<file path="src/rtl/regfile_pkg.sv">
// Shared definitions for the multi-port register file: clear FSM state
// encoding and a constant clog2 used for address and counter widths.
package regfile_pkg;

    typedef enum logic {
        ST_IDLE  = 1'b0,
        ST_CLEAR = 1'b1
    } state_e;

    // Number of bits needed to index 'value' entries (value >= 2).
    function automatic int clog2(input int value);
        int r;
        r = 0;
        while ((1 << r) < value) begin
            r = r + 1;
        end
        return r;
    endfunction

endpackage

</file>
<file path="src/rtl/regfile_clr_ctrl.sv">
// Bulk-clear sequencer: sweeps every entry once, one per clock, after a
// single-cycle clr request. A clr seen while sweeping is ignored.
module regfile_clr_ctrl
    import regfile_pkg::*;
#(
    parameter int DEPTH = 4,
    parameter int AW    = clog2(DEPTH)
) (
    input  logic          clk,
    input  logic          rst_b,
    input  logic          clr,
    output logic          busy,
    output logic          clr_we,
    output logic [AW-1:0] clr_idx
);

    localparam logic [AW-1:0] LAST_IDX = AW'(DEPTH - 1);

    state_e        state_q, state_d;
    logic [AW-1:0] cnt_q, cnt_d;

    // State and sweep counter registers.
    always_ff @(posedge clk or negedge rst_b) begin
        if (!rst_b) begin
            state_q <= ST_IDLE;
            cnt_q   <= '0;
        end else begin
            state_q <= state_d;
            cnt_q   <= cnt_d;
        end
    end

    // Next state: start a sweep from entry 0, finish after the last entry.
    always_comb begin
        state_d = state_q;
        cnt_d   = cnt_q;
        case (state_q)
            ST_IDLE: begin
                if (clr) begin
                    state_d = ST_CLEAR;
                    cnt_d   = '0;
                end
            end
            ST_CLEAR: begin
                if (cnt_q == LAST_IDX) begin
                    state_d = ST_IDLE;
                    cnt_d   = '0;
                end else begin
                    cnt_d = cnt_q + 1'b1;
                end
            end
            default: begin
                state_d = ST_IDLE;
                cnt_d   = '0;
            end
        endcase
    end

    // Outputs decode only registered state, so busy has no input path.
    always_comb begin
        busy    = (state_q == ST_CLEAR);
        clr_we  = (state_q == ST_CLEAR);
        clr_idx = cnt_q;
    end

endmodule

</file>
<file path="src/rtl/regfile_mp.sv">
// Parametrised register file: one writer, NUM_RD registered readers,
// per-entry valid bits, sequenced bulk clear and dropped-write flagging.
// Optional feature macro: REGFILE_BYPASS_EN forwards an accepted write to
// any read port sampling the same address in the same cycle.
module regfile_mp
    import regfile_pkg::*;
#(
    parameter  int WIDTH  = 8,
    parameter  int DEPTH  = 4,
    parameter  int NUM_RD = 2,
    localparam int AW     = clog2(DEPTH)
) (
    input  logic                    clk,
    input  logic                    rst_b,
    input  logic                    wr_e,
    input  logic [AW-1:0]           wr_addr,
    input  logic [WIDTH-1:0]        wr_data,
    input  logic [NUM_RD*AW-1:0]    rd_addr,
    output logic [NUM_RD*WIDTH-1:0] rd_data,
    output logic [NUM_RD-1:0]       rd_valid,
    input  logic                    clr,
    output logic                    busy,
    output logic                    wr_err
);

    // DEPTH widened by one bit so addresses can be range-checked when
    // DEPTH is not a power of two.
    localparam logic [AW:0] DEPTH_W = (AW + 1)'(DEPTH);

    logic [WIDTH-1:0] mem_q [DEPTH];
    logic [WIDTH-1:0] mem_d [DEPTH];
    logic [DEPTH-1:0] vld_q, vld_d;
    logic             wr_err_q, wr_err_d;
    logic             wr_acc;
    logic             clr_we;
    logic [AW-1:0]    clr_idx;

    regfile_clr_ctrl #(
        .DEPTH (DEPTH),
        .AW    (AW)
    ) u_clr_ctrl (
        .clk     (clk),
        .rst_b   (rst_b),
        .clr     (clr),
        .busy    (busy),
        .clr_we  (clr_we),
        .clr_idx (clr_idx)
    );

    // A write lands only when idle, not colliding with a clear request,
    // and addressed inside the array; anything else is dropped.
    always_comb begin
        wr_acc   = wr_e && !busy && !clr && ({1'b0, wr_addr} < DEPTH_W);
        wr_err_d = wr_e && !wr_acc;
    end

    // Next array contents: clear sweep and accepted write (never both).
    always_comb begin
        mem_d = mem_q;
        vld_d = vld_q;
        if (clr_we) begin
            mem_d[clr_idx] = '0;
            vld_d[clr_idx] = 1'b0;
        end
        if (wr_acc) begin
            mem_d[wr_addr] = wr_data;
            vld_d[wr_addr] = 1'b1;
        end
    end

    // Storage, valid bitmap and write-error pulse.
    always_ff @(posedge clk or negedge rst_b) begin
        if (!rst_b) begin
            for (int i = 0; i < DEPTH; i++) begin
                mem_q[i] <= '0;
            end
            vld_q    <= '0;
            wr_err_q <= 1'b0;
        end else begin
            mem_q    <= mem_d;
            vld_q    <= vld_d;
            wr_err_q <= wr_err_d;
        end
    end

    assign wr_err = wr_err_q;

    genvar gi;
    generate
        for (gi = 0; gi < NUM_RD; gi++) begin : g_rd
            logic [AW-1:0]    ra;
            logic             ra_ok;
            logic [WIDTH-1:0] rdat_q, rdat_d;
            logic             rvld_q, rvld_d;

            assign ra    = rd_addr[gi*AW +: AW];
            assign ra_ok = ({1'b0, ra} < DEPTH_W);

            // Read mux for this port; out-of-range reads return 0/invalid.
            always_comb begin
                rdat_d = '0;
                rvld_d = 1'b0;
                if (ra_ok) begin
                    rdat_d = mem_q[ra];
                    rvld_d = vld_q[ra];
                end
`ifdef REGFILE_BYPASS_EN
                if (wr_acc && (wr_addr == ra)) begin
                    rdat_d = wr_data;
                    rvld_d = 1'b1;
                end
`endif
            end

            // Registered read data and valid for this port.
            always_ff @(posedge clk or negedge rst_b) begin
                if (!rst_b) begin
                    rdat_q <= '0;
                    rvld_q <= 1'b0;
                end else begin
                    rdat_q <= rdat_d;
                    rvld_q <= rvld_d;
                end
            end

            assign rd_data[gi*WIDTH +: WIDTH] = rdat_q;
            assign rd_valid[gi]               = rvld_q;
        end
    endgenerate

endmodule

</file>
<file path="config.mk">
export PLATFORM = sky130hd
export DESIGN_NAME = regfile_mp
export DESIGN_NICKNAME = d
export VERILOG_FILES = /design/src/rtl/regfile_pkg.sv /design/src/rtl/regfile_clr_ctrl.sv /design/src/rtl/regfile_mp.sv
export SDC_FILE = /design/constraint.sdc
export NUM_CORES = 1
export LEC_CHECK = 0
export ABC_AREA = 1
export BUFFER_PORTS_ARGS = -buffer_cell sky130_fd_sc_hd__buf_2
export CORE_ASPECT_RATIO = 0.75
export CORE_MARGIN = 2
export CORE_UTILIZATION = 30
export CTS_BUF_LIST = sky130_fd_sc_hd__clkbuf_4 sky130_fd_sc_hd__clkbuf_8
export DETAILED_ROUTE_END_ITERATION = 10
export PLACE_DENSITY_LB_ADDON = 0.08
export SYNTH_ARGS = -nofsm -noshare
export SYNTH_HDL_FRONTEND = slang
export SYNTH_HIERARCHICAL = 1
export SYNTH_SLANG_ARGS = --single-unit
</file>
<file path="constraint.sdc">
create_clock -name clk -period 1.3 [get_ports clk]
set_input_delay 0.26 -clock clk [delete_from_list [all_inputs] [get_ports clk]]
set_output_delay 0.26 -clock clk [all_outputs]
set_load 0.02 [all_outputs]
</file>
Yosys cells after proc, flatten, opt, wreduce, memory -nomap -nowiden
Cells that the tools add are included.
Operators by class
  add/sub/neg operators: 1
  bitwise operators: 10
  $lt $le $gt $ge: 12
  multiplexer cells: 29
  reduce and logical (&&, ||, !) cells: 10
  eq/ne operators: 2
Operators by type and width (number)
  $mux 32: 2
  $mux 8: 6
  $and 32x32->32: 1
  $bmux 8 s2: 2
  $bwmux 32: 1
  $demux 8 s2: 2
  $not 32->32: 1
  $ge 3x3->1 const B: 4
  $lt 2x3->1 const B: 4
  $not 2->3: 4
  $mux 4: 2
  $logic_and 1x1->1: 7
  $lt 3x1->1 const B: 2
  $mux 1: 6
  $and 4x4->4: 1
  $bmux 1 s2: 2
  $demux 1 s2: 2
  $ge 2x1->1 const B: 2
  $mux 2: 2
  $not 4->4: 1
  $or 4x4->4: 1
  $pmux 2 s2: 1
  $logic_not 1->1: 3
  $add 2x1->2 const B: 1
  4 further kinds: 4
Storage, ports and cells
  bits of input ports: 18
  output and inout bits: 20
  flip-flop bits (word level): 58

Logic depth before layout (Yosys ltp)
Gate-level depths: netlist of the first run.
  depth in word-level cells: 10
  gate-level depth with buffers: 7

By module
The synthesis of the first run kept the hierarchy.
By module, submodules not included
  regfile_mp: area an instance 2825.2 sq um, sequential area each 1376.3 sq um, cells an instance 374, times used 1
  regfile_clr_ctrl: area an instance 143.9 sq um, sequential area each 75.1 sq um, cells an instance 17, times used 1

Least setup slack after synthesis of the first run
No wires, ideal clock.
  path kind: reg-to-reg
  start point: reg u_clr_ctrl.state_q (netlist: u_clr_ctrl/busy)
  end point: reg mem_q[0] (netlist name)
  arrival time: 1.365 ns
  stages on the path, launching flop included: 8
  buffers on the path: 2
  library setup time: 0.116 ns
  slack: -0.182 ns
  path through: dfrtp_1 -> buf_4 -> buf_2 -> nand3_2 -> nand2_1 -> inv_1 -> nand2_1 -> nand2_1
RTL lines
  start: declaration: line regfile_clr_ctrl.sv:19  | state_e state_q, state_d;
  start signal: assignment: line regfile_clr_ctrl.sv:28  | state_q <= state_d;
  end signal: assignment: line regfile_mp.sv:80  | mem_q <= mem_d;
  end: declaration: line regfile_mp.sv:30  | logic [WIDTH-1:0] mem_q [DEPTH];

Worst setup path in the final report of the first run
  start point: reg u_clr_ctrl.state_q (netlist: u_clr_ctrl/busy)
  end point: out busy
RTL lines
  end: declaration: line regfile_mp.sv:22  | output logic busy,
No word-level cell between the ends.

==> flow_summary_export.csv, run 1 <==
group,metric,value,unit
synthesis,yosysTopAreaCell,"dfrtp_1",
finish,drive_gt1_share,20.0,%
global_routing,gr-usage-met3,4.51,%
sta,fmaxAchievable,0.807,GHz
worst_hold_path,hold_class,"input port to register",
cts,htreeDepth,3,
cts,cts_tree,"done",
floorplanning,start_util,30.7,%
synthesis,synth_area_leaders,"dfrtp_1 (49%), nand2_1 (18%), o21ai_0 (6.4%)",
finish,fin_cells,573,
placed_design,dp_hpwl,5700,um
sta,fin_crit_sh,95.4,%
global_routing,grt_pass1_vias,2328,
global_routing,grt.total_usage,16.1,%
synthesis,netlist_area,2970,um^2
cts,clkSinkCount,58,
drt,drtIter0Drc,133,
placed_design,dp_slack,0.0829,ns
drt,drc_errors,0,
drt,wl_per_cell,14.3,um
cts,numCtsBuffers,9,
setup_path,crit_path_start_kind,"register",
floorplanning,die_x,119,um
sta,finClkSkew,0.00819,ns
sta,min_period,1.24,ns
drt,drt_wl_total,8210,um
synthesis,yosysSeqAreaShare,48.9,%
drt,postRouteAntennaNets,0,
floorplanning,core_area,9660,um^2
setup_path,cp_top_family,"flip-flops",
sta,maxSlewViolCount,0,
synthesis,netlist_instances,391,
global_routing,grt_max_degree,59,
placed_design,dp.cells,553,
synthesis,yosys_warnings,6,
sta,holdWs,0.183,ns
sta,tightest_slew,0.346,ns
sta,setup_viol,0,
run_status,outcome,"complete, no violations",
finish,layout_commonest_cell,"nand2_1",
setup_path,cp_cell_sequence,"buf_2",
setup_path,cp.arrival,0.98,ns
cts,clkTransAtPathRegs,0.07,ns
setup_path,endpoint_kind,"primary output",
sta,fin_ws,0.0604,ns
floorplanning,num_rows,31,
setup_path,path_class,"register to primary output",
synthesis,syn_nets,410,
power,ir_worst_vdd,645,uV
synthesis,syn_avg_cell_area,7.59,um^2
setup_path,r2r_slack,0.07,ns
power,power.density,1790,nW/um^2
global_routing,gr-usage-met2,20.4,%
placed_design,io_buffers,37,
setup_path,crit_buf_inv,1,
floorplanning,die_area,10700,um^2
global_routing,busiest_layer,"met1",
placed_design,place_congestion,0.746,
synthesis,synth-seq-cells,58,
sta,slew_headroom,76.9,%
finish,syn2layout_area_growth,23.8,%
cts,clockBufferDepth,2,
setup_path,required,1.04,ns
cts,root_buffer,"clkbuf_8",
sta,rsz0062_at_grt,"yes",
cts,clk_latency,0.35,ns
finish,diodes,0,
run,maxCapViolCount,0,
sta,hold_violations,0,
synthesis,synth.top_cell.area_share,48.9,%
global_routing,grt_pass1_wl,13000,um
global_routing,antenna_found_initial,0,
floorplanning,ios,38,
finish,fill_cells,988,
setup_path,cp_slowest_stage_delay,0.45,ns
power,power,0.00657,W
drt,num_vias,2540,
setup_path,cp_max_fo,5,
global_routing,gr-usage-met1,25.7,%
floorplanning,die_height,90.2,um
synthesis,ys_types,22,
drt,viasPerCell,4.43,
setup_path,slowest_stage,"dfrtp_2",
global_routing,gr-total-overflow,0,
drt,drtPass1Iterations,4,
sta,finalSetupTns,0,ns
finish,nNetsFinal,456,
finish,final_cell_mix,"nand2_1 (140), dfrtp_1 (57), inv_1 (38), o21ai_0 (38), buf_2 (37)",
power,p_leak,1.94,nW
## cells by family (layout without fill, tap and decap cells)
| group | after synthesis | count (layout) | synth area share, % |
|---|---|---|---|
| simple gates | 205 | 206 | 30.2 |
| compound gates | 66 | 66 | 11.2 |
| buf+inv | 61 | 110 | 9.31 |
| flops | 58 | 58 | 48.9 |
| fa+ha+maj | 1 | 1 | 0.421 |
## flip-flops by register name, indices dropped and copies added (netlist names)
| register | flops |
|---|---|
| mem_q | 32 |
| g_rd.rvld_q | 2 |
| u_clr_ctrl/busy | 1 |
| wr_err | 1 |
| u_clr_ctrl/clr_idx | 2 |
| vld_q | 4 |
| g_rd.rdat_q | 16 |
## where the power goes
group	switching, W	internal, W	leakage, nW	total (W)
registers	0.000361	0.00230	0.776	0.00267
clock network	0.000722	0.000796	0.0954	0.00152
logic	0.00147	0.000918	1.06	0.00239
## cell usage after synthesis
cell	n
ha_1	1
nand3_1	32
nand3_2	2
nand2_1	140
clkbuf_1	1
nand2_2	1
o21ai_0	38
a21o_1	1
nand2_4	3
buf_6	3
inv_1	38
buf_2	11
nor2_2	4
inv_2	4
a21oi_1	26
o21ai_1	1
dfrtp_1	58
nor2_4	3
nor2_8	1
buf_4	3
buf_1	1
nor2_1	19
## metal layers
metal	wire [um]	share of wire, %
met1	4530	55
met2	3130	38
met3	435	5.3
met4	108	1.3
met5	0	0
## worst min-delay path, stage by stage
cell and delay (ns):
buf_2 0.12, inv_1 0.04, o21ai_0 0.07
## area by class of cell
class | instances | area (um^2) | share of cell area, %
multi-input cells | 273 | 1300 | 35.4
inverters | 42 | 158 | 4.29
repair buffers | 53 | 425 | 11.6
well taps | 132 | 165 | 4.49
clock buffers | 12 | 159 | 4.32
clock inverters | 3 | 15.0 | 0.409
flip-flops and latches | 58 | 1450 | 39.5
## final timing paths
path                                endpoint       startpoint  cells past startpoint
max in group asynchronous    u_clr_ctrl/busy            rst_b                      3
min in group asynchronous  g_rd[0].rdat_q[4]            rst_b                      3
max                                     busy  u_clr_ctrl/busy                      1
max reg2reg                        mem_q[23]  u_clr_ctrl/busy                      6
min                          u_clr_ctrl/busy              clr                      3
min reg2reg                g_rd[0].rdat_q[0]        mem_q[24]                      2
## stage by stage
step	utilization, %	cell area, um^2
finish	38.0	3670
CTS	37.3	3600
global placement	35.1	3390
global route	38.0	3670
detailed placement	35.1	3390
floorplan	-	2980
## repair_timing
action                                  in CTS  in global routing
endpoints found under the hold margin       58                  0
setup buffers                                2                  0
gates resized for setup                      0                  6
hold buffers                                 1                  0
endpoints found under the setup margin       1                 24
pin swaps                                    0                  2
cloned                                       0                  2
Note: power is estimated with default switching activity, not from simulation.
==> inputs of run 2 (changes only) <==
CORE_UTILIZATION = 50   (was 30)
==> run 2 against run 1 <==
  * Power down 0.32%
  * Fmax grew 2.5%
  * Register-to-register slack improved by 0.02 ns
  * Combinational power shrank 8.8%
  * Global-route usage up 7.9 points
  * Cell count fell by 9.6%
  * Worst hold slack better by 0.0075 ns
  * Cell area shrank 3.8%
  * Sequential cell count unchanged
  * Sequential power is essentially flat
  * Critical endpoint is now mem_q[16]
  * Largest cell class unchanged
==> flow_summary_export.csv, run 2 (synthesized netlist as in run 1, its figures left out) <==
group,metric,value,unit
worst_hold_path,hp-start,"wr_e",
finish,top_regs,"mem_q x32, g_rd.rdat_q x16, vld_q x4",
setup_path,cp.arrival,1.43,ns
cts,cts_tree,"done",
drt,postRouteAntennaNets,0,
drt,drtIter0Drc,212,
power,p_comb_share,33.3,%
floorplanning,start_util,51.5,%
setup_path,crit_path_start_kind,"register",
global_routing,grt.total_usage,24.1,%
floorplanning,core_area,5770,um^2
finish,nNetsFinal,455,
placed_design,dp_hpwl,5140,um
setup_path,required,1.52,ns
global_routing,grt_pass1_vias,2325,
sta,finClkSkew,0.00542,ns
run_status,outcome,"complete, no violations",
global_routing,antenna_found_initial,0,
floorplanning,num_rows,24,
finish,multi_input_area,1260,um^2
sta,fin_crit_sh,93.0,%
sta,setup_viol,0,
finish,diodes,0,
worst_hold_path,hold_class,"input port to register",
sta,finalSetupTns,0,ns
placed_design,io_buffers,37,
sta,hold_violations,0,
global_routing,grt_max_degree,37,
setup_path,endpoint_kind,"register",
finish,drive_gt1_share,19.5,%
placed_design,place_congestion,0.822,
power,ir_worst_vdd,986,uV
floorplanning,die_height,70.7,um
finish,final_area,3530,um^2
setup_path,cp_max_fo,22,
power,p_sw,0.00240,W
floorplanning,ios,38,
sta,tightest_slew,0.538,ns
placed_design,dp_slack,0.0469,ns
drt,wl_per_cell,13.5,um
cts,htreeDepth,3,
sta,slew_headroom,64.1,%
power,p_leak,1.96,nW
cts,clockBufferDepth,2,
setup_path,path_class,"register to register",
power,p_int,0.00416,W
sta,min_period,1.21,ns
drt,drt_wl_total,7010,um
cts,clkTransAtPathRegs,0.06,ns
setup_path,crit_buf_inv,2,
global_routing,grt_pass1_wl,11800,um
setup_path,timing.rr.start,"u_clr_ctrl/busy",
cts,clkSinkCount,58,
power,power,0.00655,W
cts,clk_latency,0.34,ns
setup_path,cp_slowest_stage_delay,0.41,ns
setup_path,crit_start,"u_clr_ctrl/busy",
global_routing,gr-total-overflow,0,
drt,viasPerCell,5.04,
power,power.density,1850,nW/um^2
finish,final_cell_mix,"nand2_1 (140), dfrtp_1 (57), inv_1 (38), o21ai_0 (38), buf_2 (37)",
power,p_sw_share,36.6,%
floorplanning,die_area,6580,um^2
setup_path,crit_top_cell,"nand2_1",
finish,largest_reg_flops,32,
setup_path,cp_top_family,"flip-flops",
finish,regMostFlops,"mem_q",
sta,maxSlewViolCount,0,
drt,num_vias,2610,
finish,fill_cells,566,
drt,drtPass1Iterations,5,
sta,fmaxAchievable,0.827,GHz
finish,syn2layout_area_growth,19.0,%
sta,fin_ws,0.0909,ns
cts,root_buffer,"clkbuf_8",
placed_design,placedInstanceArea,3270,um^2
power,clockPowerShare,26.1,%
finish,layout_commonest_cell,"nand2_1",
floorplanning,die_x,93.0,um
run,maxCapViolCount,0,
drt,drc_errors,0,
sta,holdWs,0.191,ns
power,seqPwrFrac,40.6,%
setup_path,cp_cell_sequence,"buf_4, nor2_8, buf_12, nand2_4, nand2_1, nand2_1",
finish,regArea,1450,um^2
setup_path,slowest_stage,"dfrtp_2",
cts,numCtsBuffers,9,
==> run 2: cell types whose count changed in the layout (fill, tap and decap cells not counted), sizes merged <==
cell / previous run / this run
clkinv: 3 / 1
buf: 51 / 52
bufinv: 0 / 1
nand3: 35 / 34
==> run 2: final cells by class <==
class                           count  share of cell area [%]
Clock buffer                       13                    4.88
Clock inverter                      2                   0.991
Inverter                           42                    4.46
Multi-Input combinational cell    272                    35.7
Sequential cell                    58                    41.1
Tap cell                           78                    2.76
Timing Repair Buffer               53                    10.1
==> run 2: stage by stage <==
stage | cells | utilization [%]
4_1_cts | 517 | 61.0
3_3_place_gp | 498 | 56.8
3_5_place_dp | 498 | 56.8
2_1_floorplan | 391 | -
5_1_grt | 518 | 61.3
6_report | 518 | 61.3
==> run 2: routing by layer <==
| metal | vias to the layer above | GRT usage (%) | wire length, um |
|---|---|---|---|
| li1 | 1315 | - | - |
| met1 | 1172 | 36.1 | 3380 |
| met2 | 113 | 33.1 | 2860 |
| met3 | 10 | 8.09 | 688 |
| met4 | 0 | 7.19 | 90 |
| met5 | - | 0 | 0 |
==> run 2: repair_timing <==
action / in CTS / in global routing
resized for setup: 0 / 2
setup buffers: 3 / 1
setup endpoints to repair: 1 / 14
pin swaps: 0 / 2
endpoints found under the hold margin: 11 / 0
hold buffers: 1 / 0
==> run 2: final timing paths <==
| check | end | slack (ns) | cells past startpoint |
|---|---|---|---|
| hold reg to reg | g_rd[0].rdat_q[4] | 0.52 | 2 |
| setup / recovery | mem_q[16] | 0.09 | 6 |
| max in group asynchronous | g_rd[1].rdat_q[6] | 0.41 | 3 |
| hold / removal | wr_err | 0.19 | 3 |
| min in group asynchronous | g_rd[0].rvld_q | 0.37 | 2 |
| setup reg to reg | mem_q[16] | 0.09 | 6 |
==> run 2: power groups by stage <==
| stage | Combinational [W] | Clock, W | Sequential [W] |
|---|---|---|---|
| 6_report | 0.00218 | 0.00171 | 0.00266 |
| 5_1_grt | 0.00247 | 0.00185 | 0.00271 |
| 4_1_cts | 0.00217 | 0.00176 | 0.00264 |
| 3_5_place_dp | 0.00204 | 0 | 0.00272 |
| 3_3_place_gp | 0.00200 | 0 | 0.00270 |
| 2_1_floorplan | 0.00126 | 0 | 0.00277 |
==> run 2: worst reg2reg max path, delay by kind of cell, from the launching register on <==
| family | cells | cell delay, ns |
|---|---|---|
| buffers and inverters | 2 | 0.33 |
| DFF | 1 | 0.41 |
| and+or+nand+nor | 4 | 0.35 |
